### src/rtl/rtc_timekeeper.sv
// rtc_timekeeper: one-second prescaler and HH:MM:SS BCD timekeeping, with a single
// alarm that latches until acknowledged and a registered 12h/24h display mux.
// Time and alarm are always stored in 24h BCD; the 12h form exists only on the outputs.

module rtc_timekeeper #(
   parameter int CLK_HZ        = 100_000_000,
   parameter int ALARM_RST_HR  = 7,
   parameter int ALARM_RST_MIN = 0
) (
   input  logic       clk,
   input  logic       reset,
   input  logic       run,
   input  logic       hr_inc,
   input  logic       min_inc,
   input  logic       alm_set,
   input  logic       alm_en,
   input  logic       alm_ack,
   input  logic       mode12,
   output logic       sec_tick,
   output logic [3:0] s_lo,
   output logic [3:0] s_hi,
   output logic [3:0] m_lo,
   output logic [3:0] m_hi,
   output logic [3:0] h_lo,
   output logic [3:0] h_hi,
   output logic       pm,
   output logic       alarm
);

   localparam int             PW          = (CLK_HZ > 1) ? $clog2(CLK_HZ) : 1;
   localparam logic [PW-1:0]  PRESC_LAST  = PW'(CLK_HZ - 1);
   localparam logic [7:0]     ALM_HR_RST  = {4'(ALARM_RST_HR / 10), 4'(ALARM_RST_HR % 10)};
   localparam logic [7:0]     ALM_MIN_RST = {4'(ALARM_RST_MIN / 10), 4'(ALARM_RST_MIN % 10)};

   // Two-digit BCD increment that wraps to 00 after 'last' (59 for min/sec, 23 for hours).
   // Because only legal BCD values are ever stored, the units digit never passes 9.
   function automatic logic [7:0] inc_bcd(input logic [7:0] v, input logic [7:0] last);
      logic [7:0] r;
      if (v == last) begin
         r = 8'h00;
      end else if (v[3:0] == 4'd9) begin
         r = {v[7:4] + 4'd1, 4'd0};
      end else begin
         r = {v[7:4], v[3:0] + 4'd1};
      end
      return r;
   endfunction

   // Maps a 24h BCD hour to {pm, 12h BCD hour}. BCD ordering matches numeric
   // ordering, so plain comparisons on the packed byte are safe.
   function automatic logic [8:0] to_12h(input logic [7:0] h);
      logic [8:0] r;
      if (h == 8'h00) begin
         r = {1'b0, 8'h12};
      end else if (h < 8'h12) begin
         r = {1'b0, h};
      end else if (h == 8'h12) begin
         r = {1'b1, 8'h12};
      end else if (h[7:4] == 4'd1) begin
         r = {1'b1, 4'd0, h[3:0] - 4'd2};
      end else if (h[3:0] < 4'd2) begin
         r = {1'b1, 4'd0, h[3:0] + 4'd8};
      end else begin
         r = {1'b1, 4'd1, h[3:0] - 4'd2};
      end
      return r;
   endfunction

   logic [PW-1:0] presc;
   logic          tick;
   logic [7:0]    second;
   logic [7:0]    minute;
   logic [7:0]    hour;
   logic [7:0]    alm_hour;
   logic [7:0]    alm_min;

   logic [7:0]    second_nx;
   logic [7:0]    minute_nx;
   logic [7:0]    hour_nx;
   logic [7:0]    alm_hour_nx;
   logic [7:0]    alm_min_nx;

   logic          alarm_hit;
   logic [7:0]    disp_h24;
   logic [7:0]    disp_min;
   logic [7:0]    disp_sec;
   logic [8:0]    disp_h12;
   logic [7:0]    disp_hour;
   logic          disp_pm;

   // A second elapses on the cycle the running prescaler sits at its last count.
   always_comb begin
      tick = run && (presc == PRESC_LAST);
   end

   // Prescaler advances only while running and keeps its count when stopped.
   always_ff @(posedge clk) begin
      if (reset) begin
         presc <= '0;
      end else if (run) begin
         if (presc == PRESC_LAST) begin
            presc <= '0;
         end else begin
            presc <= presc + 1'b1;
         end
      end
   end

   // Next time/alarm: full tick with carries first, then user increments on top of that result.
   always_comb begin
      second_nx   = second;
      minute_nx   = minute;
      hour_nx     = hour;
      alm_hour_nx = alm_hour;
      alm_min_nx  = alm_min;
      if (tick) begin
         second_nx = inc_bcd(second, 8'h59);
         if (second == 8'h59) begin
            minute_nx = inc_bcd(minute, 8'h59);
            if (minute == 8'h59) begin
               hour_nx = inc_bcd(hour, 8'h23);
            end
         end
      end
      if (alm_set) begin
         if (hr_inc) begin
            alm_hour_nx = inc_bcd(alm_hour, 8'h23);
         end
         if (min_inc) begin
            alm_min_nx = inc_bcd(alm_min, 8'h59);
         end
      end else begin
         if (hr_inc) begin
            hour_nx = inc_bcd(hour_nx, 8'h23);
         end
         if (min_inc) begin
            minute_nx = inc_bcd(minute_nx, 8'h59);
         end
      end
   end

   // Time and alarm registers, plus the registered second pulse.
   always_ff @(posedge clk) begin
      if (reset) begin
         second   <= 8'h00;
         minute   <= 8'h00;
         hour     <= 8'h00;
         alm_hour <= ALM_HR_RST;
         alm_min  <= ALM_MIN_RST;
         sec_tick <= 1'b0;
      end else begin
         second   <= second_nx;
         minute   <= minute_nx;
         hour     <= hour_nx;
         alm_hour <= alm_hour_nx;
         alm_min  <= alm_min_nx;
         sec_tick <= tick;
      end
   end

   // sec_tick marks that the stored time was just produced by a tick, so a manual
   // edit that lands on the alarm time can never qualify as a match.
   always_comb begin
      alarm_hit = sec_tick && (second == 8'h00) && (hour == alm_hour) && (minute == alm_min);
   end

   // Alarm latch: a new match beats a same-cycle acknowledge; disarming clears it.
   always_ff @(posedge clk) begin
      if (reset) begin
         alarm <= 1'b0;
      end else if (alarm_hit && alm_en) begin
         alarm <= 1'b1;
      end else if (!alm_en || alm_ack) begin
         alarm <= 1'b0;
      end
   end

   // Display source selection and optional 12h conversion of whichever hour is shown.
   always_comb begin
      disp_h24  = alm_set ? alm_hour : hour;
      disp_min  = alm_set ? alm_min : minute;
      disp_sec  = alm_set ? 8'h00 : second;
      disp_h12  = to_12h(disp_h24);
      disp_hour = mode12 ? disp_h12[7:0] : disp_h24;
      disp_pm   = mode12 ? disp_h12[8] : 1'b0;
   end

   // Output digit registers; they follow internal state and mode inputs by one cycle.
   always_ff @(posedge clk) begin
      if (reset) begin
         s_lo <= 4'd0;
         s_hi <= 4'd0;
         m_lo <= 4'd0;
         m_hi <= 4'd0;
         h_lo <= 4'd0;
         h_hi <= 4'd0;
         pm   <= 1'b0;
      end else begin
         s_lo <= disp_sec[3:0];
         s_hi <= disp_sec[7:4];
         m_lo <= disp_min[3:0];
         m_hi <= disp_min[7:4];
         h_lo <= disp_hour[3:0];
         h_hi <= disp_hour[7:4];
         pm   <= disp_pm;
      end
   end

endmodule

### config.mk
export PLATFORM = sky130hd
export DESIGN_NAME = rtc_timekeeper
export DESIGN_NICKNAME = d
export VERILOG_FILES = /design/src/rtl/rtc_timekeeper.sv
export SDC_FILE = /design/constraint.sdc
export NUM_CORES = 1
export LEC_CHECK = 0
export CORE_ASPECT_RATIO = 0.7
export CORE_MARGIN = 1.5
export CORE_UTILIZATION = 66
export CTS_BUF_LIST = sky130_fd_sc_hd__clkbuf_4 sky130_fd_sc_hd__clkbuf_8
export DETAILED_ROUTE_END_ITERATION = 7
export HOLD_SLACK_MARGIN = 0.05
export PLACE_DENSITY = 0.88
export SLEW_MARGIN = 10
export SYNTH_ARGS = -nofsm -noshare
export SYNTH_HDL_FRONTEND = slang
export SYNTH_SLANG_ARGS = --single-unit
### constraint.sdc
create_clock -name clk -period 5.3 [get_ports clk]
set_input_delay 0.53 -clock clk [delete_from_list [all_inputs] [get_ports clk]]
set_output_delay 0.53 -clock clk [all_outputs]
set_load 0.005 [all_outputs]
==> flow_summary.ini, run 1 <==
[final_layout]
nNetsFinal = 687
final_common_cell = dfxtp_1
syn2layout_area_growth_pct = 9.86
drive_above_1_share_pct = 8.90
diodes = 0
layout_common_cells = 94 x dfxtp_1, 83 x nor2_1, 39 x nand2_1

[logic_synthesis]
synth-xor-area-share_pct = 8.40
syn-cell-area_sq_um = 5420
synth_fp_nets = 667
synth_mux_area_share_pct = 5.68
yosysUniqueCellTypes = 76
ys_ff_latch = 94
synth_edf_count = 0
async_flop_share_pct = 0
avgSynthCellArea_sq_um = 8.64
synth_compound_area_share_pct = 10.2
synth_flop_cell = dfxtp_1
yosysSeqAreaShare_pct = 34.7
synthSimpleGateAreaFrac_pct = 29.6
synth_warnings = 0
synth_top_family_by_area = simple AND/OR/NAND/NOR gates
synth_fa_ha_area_share_pct = 7.16
synthCells = 627

[worst_setup_path]
cp.required_ns = 5.50
worst_path_largest_cell_delay_ns = 0.77
cp_cell_sequence = clkdlybuf4s50_1, nand4_2, or4_1, nor3_1, mux2i_1, nor4b_4, a2bb2oi_1, a21oi_1
end_kind = flip-flop
cp_max_fo = 9
crit_arrival_ns = 3.77
cp_slowest_cell = or4_1
cp-start-kind = input pin
critical_path_class = input pin to flip-flop

[pwr]
combPwrFrac_pct = 7.6
powerDensity_nw_per_um2 = 216
p_sw_mw = 0.310
seqPwrFrac_pct = 56.7
p_clk_share_pct = 35.6
p_int_mw = 0.978
irDropWorstVdd_uv = 186
sw_frac_of_total_pct = 24.1
leakagePower_nw = 2.27

[floorplanning]
row_count = 27
die-area_sq_um = 8770
die_w_microns = 111
core_sq_um = 7910
ios = 36
initial_core_util_pct = 68.6
die_h_microns = 78.8

[timing]
setup_viol = 0
tightestPinTransition_ns = 1.11
max_slew_margin_pct = 26.0
fin_crit_sh_pct = 67.3
timing.fmax_mhz = 280
rsz0062_at_grt = no
fin_tns_setup_ns = 0
hold_violations = 0
timing.final.ws_setup_ns = 1.73
fin_skew_ns = 0.00790
slew_violations = 0
layout_min_cycle_time_ns = 3.57

[clocking]
cts_hold_buf = 0
cts_tree = built
h-tree-depth = 3
cts_inserted_buffers = 9
root_buffer = clkbuf_8
clock_path_buffers = 2
cts.repair.resized = 0
insertion_delay_ns = 0.37
clk_pin_slew_ns = 0.09
clock_sinks = 94
cts_setup_buffers = 0

[job]
drv_cap = 0

[global_routing]
grt_usage_pct = 29.6
overflow = 0
antenna_found_initial = 0
grt_pass1_vias = 4471
grt_pass1_wl_mm = 21.1
grt_max_degree = 61

[routing]
dr.pass1.iters = 5
drt-initial-drc-count = 342
drc_errors = 0
vias = 4763
wl_per_cell_microns = 16.6
viasPerCell = 6.33
antenna_left = 0
finalWirelength_mm = 12.5

[place]
dp_hpwl_mm = 8.87
routabilityCongestion = 0.925
portBuffers = 35
dp_slack_ns = 1.45

[run_status]
status = finished clean

[hold_path]
hold_path_class = flip-flop to flip-flop
==> layer usage <==
layer	up-vias	part of all wire, %	track usage [%]
li1	2261	-	-
met1	2264	45	37.9
met2	206	46	49.3
met3	32	7.3	7.10
met4	0	2.1	10.3
met5	-	0	0
==> area by class of cell <==
class | count | area (sq um)
multi-input combinational | 481 | 3300
clock inverter | 2 | 15.0
sequential | 94 | 1880
inverter | 25 | 93.8
tap | 101 | 126
fill | 572 | 1950
clock buffer | 14 | 180
timing repair buffer | 36 | 353
==> final timing paths <==
| kind | from | to | slack (ns) | depth (start not counted) |
|---|---|---|---|---|
| max | run | minute[6]$_SDFF_PP0_ | 1.73 | 8 |
| min | second[5]$_SDFFE_PP0P_ | second[5]$_SDFFE_PP0P_ | 0.52 | 2 |
| max reg2reg | second[5]$_SDFFE_PP0P_ | minute[6]$_SDFF_PP0_ | 1.92 | 10 |
| min reg2reg | second[5]$_SDFFE_PP0P_ | second[5]$_SDFFE_PP0P_ | 0.52 | 2 |
==> Yosys cell counts (4+ instances only) <==
| cell type | number | area share (%) |
|---|---|---|
| and3_1 | 6 | 0.69 |
| nor2b_1 | 6 | 0.69 |
| or3_1 | 9 | 1.0 |
| xor2_1 | 29 | 4.7 |
| clkbuf_1 | 18 | 1.2 |
| xnor2_1 | 23 | 3.7 |
| nor3_1 | 27 | 2.5 |
| nand3_1 | 18 | 1.7 |
| ha_1 | 31 | 7.2 |
| nand2_1 | 39 | 2.7 |
| nor2_1 | 83 | 5.7 |
| and3b_1 | 5 | 0.81 |
| nand4_1 | 22 | 2.5 |
| and2_1 | 8 | 0.92 |
| mux2_2 | 6 | 1.2 |
| inv_1 | 25 | 1.7 |
| o21ai_0 | 15 | 1.4 |
| a31oi_1 | 5 | 0.58 |
| mux2i_1 | 24 | 4.4 |
| o31ai_1 | 5 | 0.69 |
| nor4_1 | 10 | 1.2 |
| or4_1 | 4 | 0.55 |
| a21oi_1 | 33 | 3.0 |
| dfxtp_1 | 94 | 35 |
==> registers in the layout (all words and copies together) (netlist names) <==
signal / cells
alm_min: 8
m_lo: 4
s_lo: 4
minute: 8
s_hi: 4
h_lo: 4
pm: 1
alm_hour: 8
m_hi: 4
presc: 27
alarm: 1
h_hi: 4
second: 8
hour: 8
sec_tick: 1
==> power groups by stage <==
| stage | clock [mW] | combinational (mW) | sequential (mW) |
|---|---|---|---|
| floorplan | 0 | 0.0687 | 0.742 |
| global placement | 0 | 0.0901 | 0.746 |
| detailed placement | 0 | 0.0957 | 0.747 |
| CTS | 0.464 | 0.0966 | 0.730 |
| global route | 0.489 | 0.110 | 0.732 |
| finish | 0.459 | 0.0983 | 0.731 |
==> kinds of logic (layout without fill, tap and decap cells) <==
logic type / after synthesis / in the layout
and+or+nand+nor: 283 / 283
AOI/OAI and AO/OA: 85 / 85
DFF: 94 / 94
adders and majority gates: 31 / 31
muxes: 30 / 30
xor gates and xnor gates: 52 / 52
buffers and inverters: 52 / 77
==> worst max-delay path, delay by kind of cell <==
family | cells | cell delay (ns)
AOI/OAI and AO/OA | 2 | 0.31
buffers and inverters | 1 | 0.61
muxes | 1 | 0.40
and+or+nand+nor | 4 | 1.91
==> through the flow <==
stage | area (sq um) | total power, mW | hold slack, ns | utilization [%] | instances
4_1_cts | 5950 | 1.29 | 0.517 | 75.3 | 753
5_1_grt | 5950 | 1.33 | 0.544 | 75.3 | 753
3_5_place_dp | 5760 | 0.843 | 0.496 | 72.8 | 737
6_report | 5950 | 1.29 | 0.523 | 75.3 | 753
3_3_place_gp | 5760 | 0.836 | 0.473 | 72.8 | 737
2_1_floorplan | 5420 | 0.811 | 0.462 | - | 627
(Power assumes the default switching activity.)
==> run 2, diff against run 1 <==
--- a/config.mk
+++ b/config.mk
@@ -7,11 +7,11 @@
 export LEC_CHECK = 0
 export CORE_ASPECT_RATIO = 0.7
 export CORE_MARGIN = 1.5
-export CORE_UTILIZATION = 66
+export CORE_UTILIZATION = 56
 export CTS_BUF_LIST = sky130_fd_sc_hd__clkbuf_4 sky130_fd_sc_hd__clkbuf_8
 export DETAILED_ROUTE_END_ITERATION = 7
 export HOLD_SLACK_MARGIN = 0.05
-export PLACE_DENSITY = 0.88
+export PLACE_DENSITY = 0.79
 export SLEW_MARGIN = 10
 export SYNTH_ARGS = -nofsm -noshare
 export SYNTH_HDL_FRONTEND = slang
==> constraint.sdc (replaced) <==
create_clock -name clk -period 3.2 [get_ports clk]
set_input_delay 0.32 -clock clk [delete_from_list [all_inputs] [get_ports clk]]
set_output_delay 0.32 -clock clk [all_outputs]
set_load 0.005 [all_outputs]
==> run 2 against run 1 <==
Effect of this change:
- register-to-register slack got worse by 1.7 ns
- cell area is 4.6% higher
- worst setup slack got worse by 1.5 ns
- sequential share of layout area is 1.4 points lower
- highest routed layer unchanged
- non-clock buffer count increased by 28
- worst hold slack lost 0.010 ns
==> flow_summary.ini, run 2 (synthesis results as in run 1) <==
[timing]
timing.final.ws_setup_ns = 0.203
max_slew_margin_pct = 57.0
tightestPinTransition_ns = 0.645
layout_min_cycle_time_ns = 3.00
rsz0062_at_grt = no
fin_crit_sh_pct = 93.6
fin_skew_ns = 0.0119
slew_violations = 0
timing.fmax_mhz = 334
hold_violations = 0
setup_viol = 0

[final_layout]
n_fill_cell = 746
fin_cells = 803
drive_above_1_share_pct = 13.0
final_common_cell = dfxtp_1
diodes = 0
largest_register_ffs = 27
layout_common_cells = 94 x dfxtp_1, 83 x nor2_1, 39 x nand2_1
regMostFlops = presc
syn2layout_area_growth_pct = 15.0
finalInstanceArea_sq_um = 6230
final_core_util_pct = 67.6
nNetsFinal = 715

[global_routing]
grt_pass1_vias = 4450
antenna_found_initial = 0
grt_pass1_wl_mm = 21.1
grt_max_degree = 60
overflow = 0
grt_usage_pct = 25.6

[worst_setup_path]
startpoint = second[1]$_SDFFE_PP0N_
r2r-start = second[1]$_SDFFE_PP0N_
cp_cell_sequence = inv_1, ha_1, and3b_2, nand4_4, nor4_4, mux2i_2, ha_1, nand2_1, a21o_1, o31a_1, nor3_1
cp.required_ns = 3.49
worst_path_largest_cell_delay_ns = 0.43
regToRegSetupSlack_ns = 0.20
cp_max_fo = 11
crit_arrival_ns = 3.29
path_delay_family = simple AND/OR/NAND/NOR gates
end_kind = flip-flop
critical_path_buf_inv_count = 1
cp-start-kind = flip-flop
cp_common_cell = ha_1
cp_slowest_cell = nor4_4
critical_path_class = flip-flop to flip-flop

[clocking]
cts_hold_buf = 0
clk_pin_slew_ns = 0.08
insertion_delay_ns = 0.38
h-tree-depth = 3
root_buffer = clkbuf_8
cts_inserted_buffers = 9
cts_tree = built
clock_path_buffers = 2
clock_sinks = 94

[pwr]
sw_frac_of_total_pct = 23.1
p_int_mw = 1.74
seqPwrFrac_pct = 53.4
combPwrFrac_pct = 7.9
irDropWorstVdd_uv = 304
leakagePower_nw = 2.43
p_clk_share_pct = 38.7
powerDensity_nw_per_um2 = 363
p_sw_mw = 0.523
finalPower_mw = 2.26

[routing]
drt-initial-drc-count = 372
antenna_left = 0
dr.pass1.iters = 5
viasPerCell = 5.85
wl_per_cell_microns = 15.3
drc_errors = 0
vias = 4696
finalWirelength_mm = 12.3

[floorplanning]
initial_core_util_pct = 58.8
die_h_microns = 85.3
die_w_microns = 121
core_sq_um = 9220
row_count = 29
ios = 36
die-area_sq_um = 10300

[place]
dp_hpwl_mm = 9.07
portBuffers = 35
place_inst = 788
dpl_cell_area_sq_um = 6000
dp_slack_ns = -0.122
routabilityCongestion = 0.932

[hold_path]
worstHoldStart = second[1]$_SDFFE_PP0N_
hold_path_class = flip-flop to flip-flop

[run_status]
status = finished clean

[job]
drv_cap = 0
run 2: tightest hold or removal path, delay by kind of cell, from the launching register on:
kind,cells,cell delay (ns)
compound gates,1,0.05
flops,1,0.35
simple gates,1,0.07
run 2: worst paths after layout:
path | to | depth (start not counted)
max | hour[7]$_SDFF_PP0_ | 11
min | second[1]$_SDFFE_PP0N_ | 2
max reg2reg | hour[7]$_SDFF_PP0_ | 11
min reg2reg | second[1]$_SDFFE_PP0N_ | 2
run 2: cell type report:
class                   count  area (sq um)  share of cell area, %
repair buffers             64           563                   9.04
clock inverters             4          70.1                   1.12
inverters                  25          93.8                   1.51
clock buffers              11           151                   2.43
flip-flops and latches     94          1880                   30.2
well taps                 124           155                   2.49
multi-input cells         481          3310                   53.2
run 2: timing repair:
item                                    in CTS  in global routing
endpoints found under the hold margin        0                  0
gates resized for setup                      0                  3
setup buffers                                0                  0
endpoints found under the setup margin       0                  7
run 2: power groups by stage:
stage               Sequential [mW]  Combinational, mW  Clock [mW]
floorplan                      1.23              0.114           0
global placement               1.23              0.164           0
detailed placement             1.24              0.174           0
CTS                            1.21              0.176       0.899
global route                   1.21              0.198       0.943
finish                         1.21              0.178       0.876
run 2: through the flow:
stage	hold WS, ns	TNS [ns]
CTS	0.503	0
floorplan	0.462	0
finish	0.513	0
global placement	0.474	0
global route	0.532	0
detailed placement	0.490	-1.16
run 2: layer usage:
| metal | GRT usage [%] | vias up | wire length, microns |
|---|---|---|---|
| met5 | 0 | - | 0 |
| li1 | - | 2314 | - |
| met4 | 9.41 | 0 | 194 |
| met3 | 5.85 | 17 | 777 |
| met2 | 40.0 | 149 | 5530 |
| met1 | 34.6 | 2216 | 5810 |
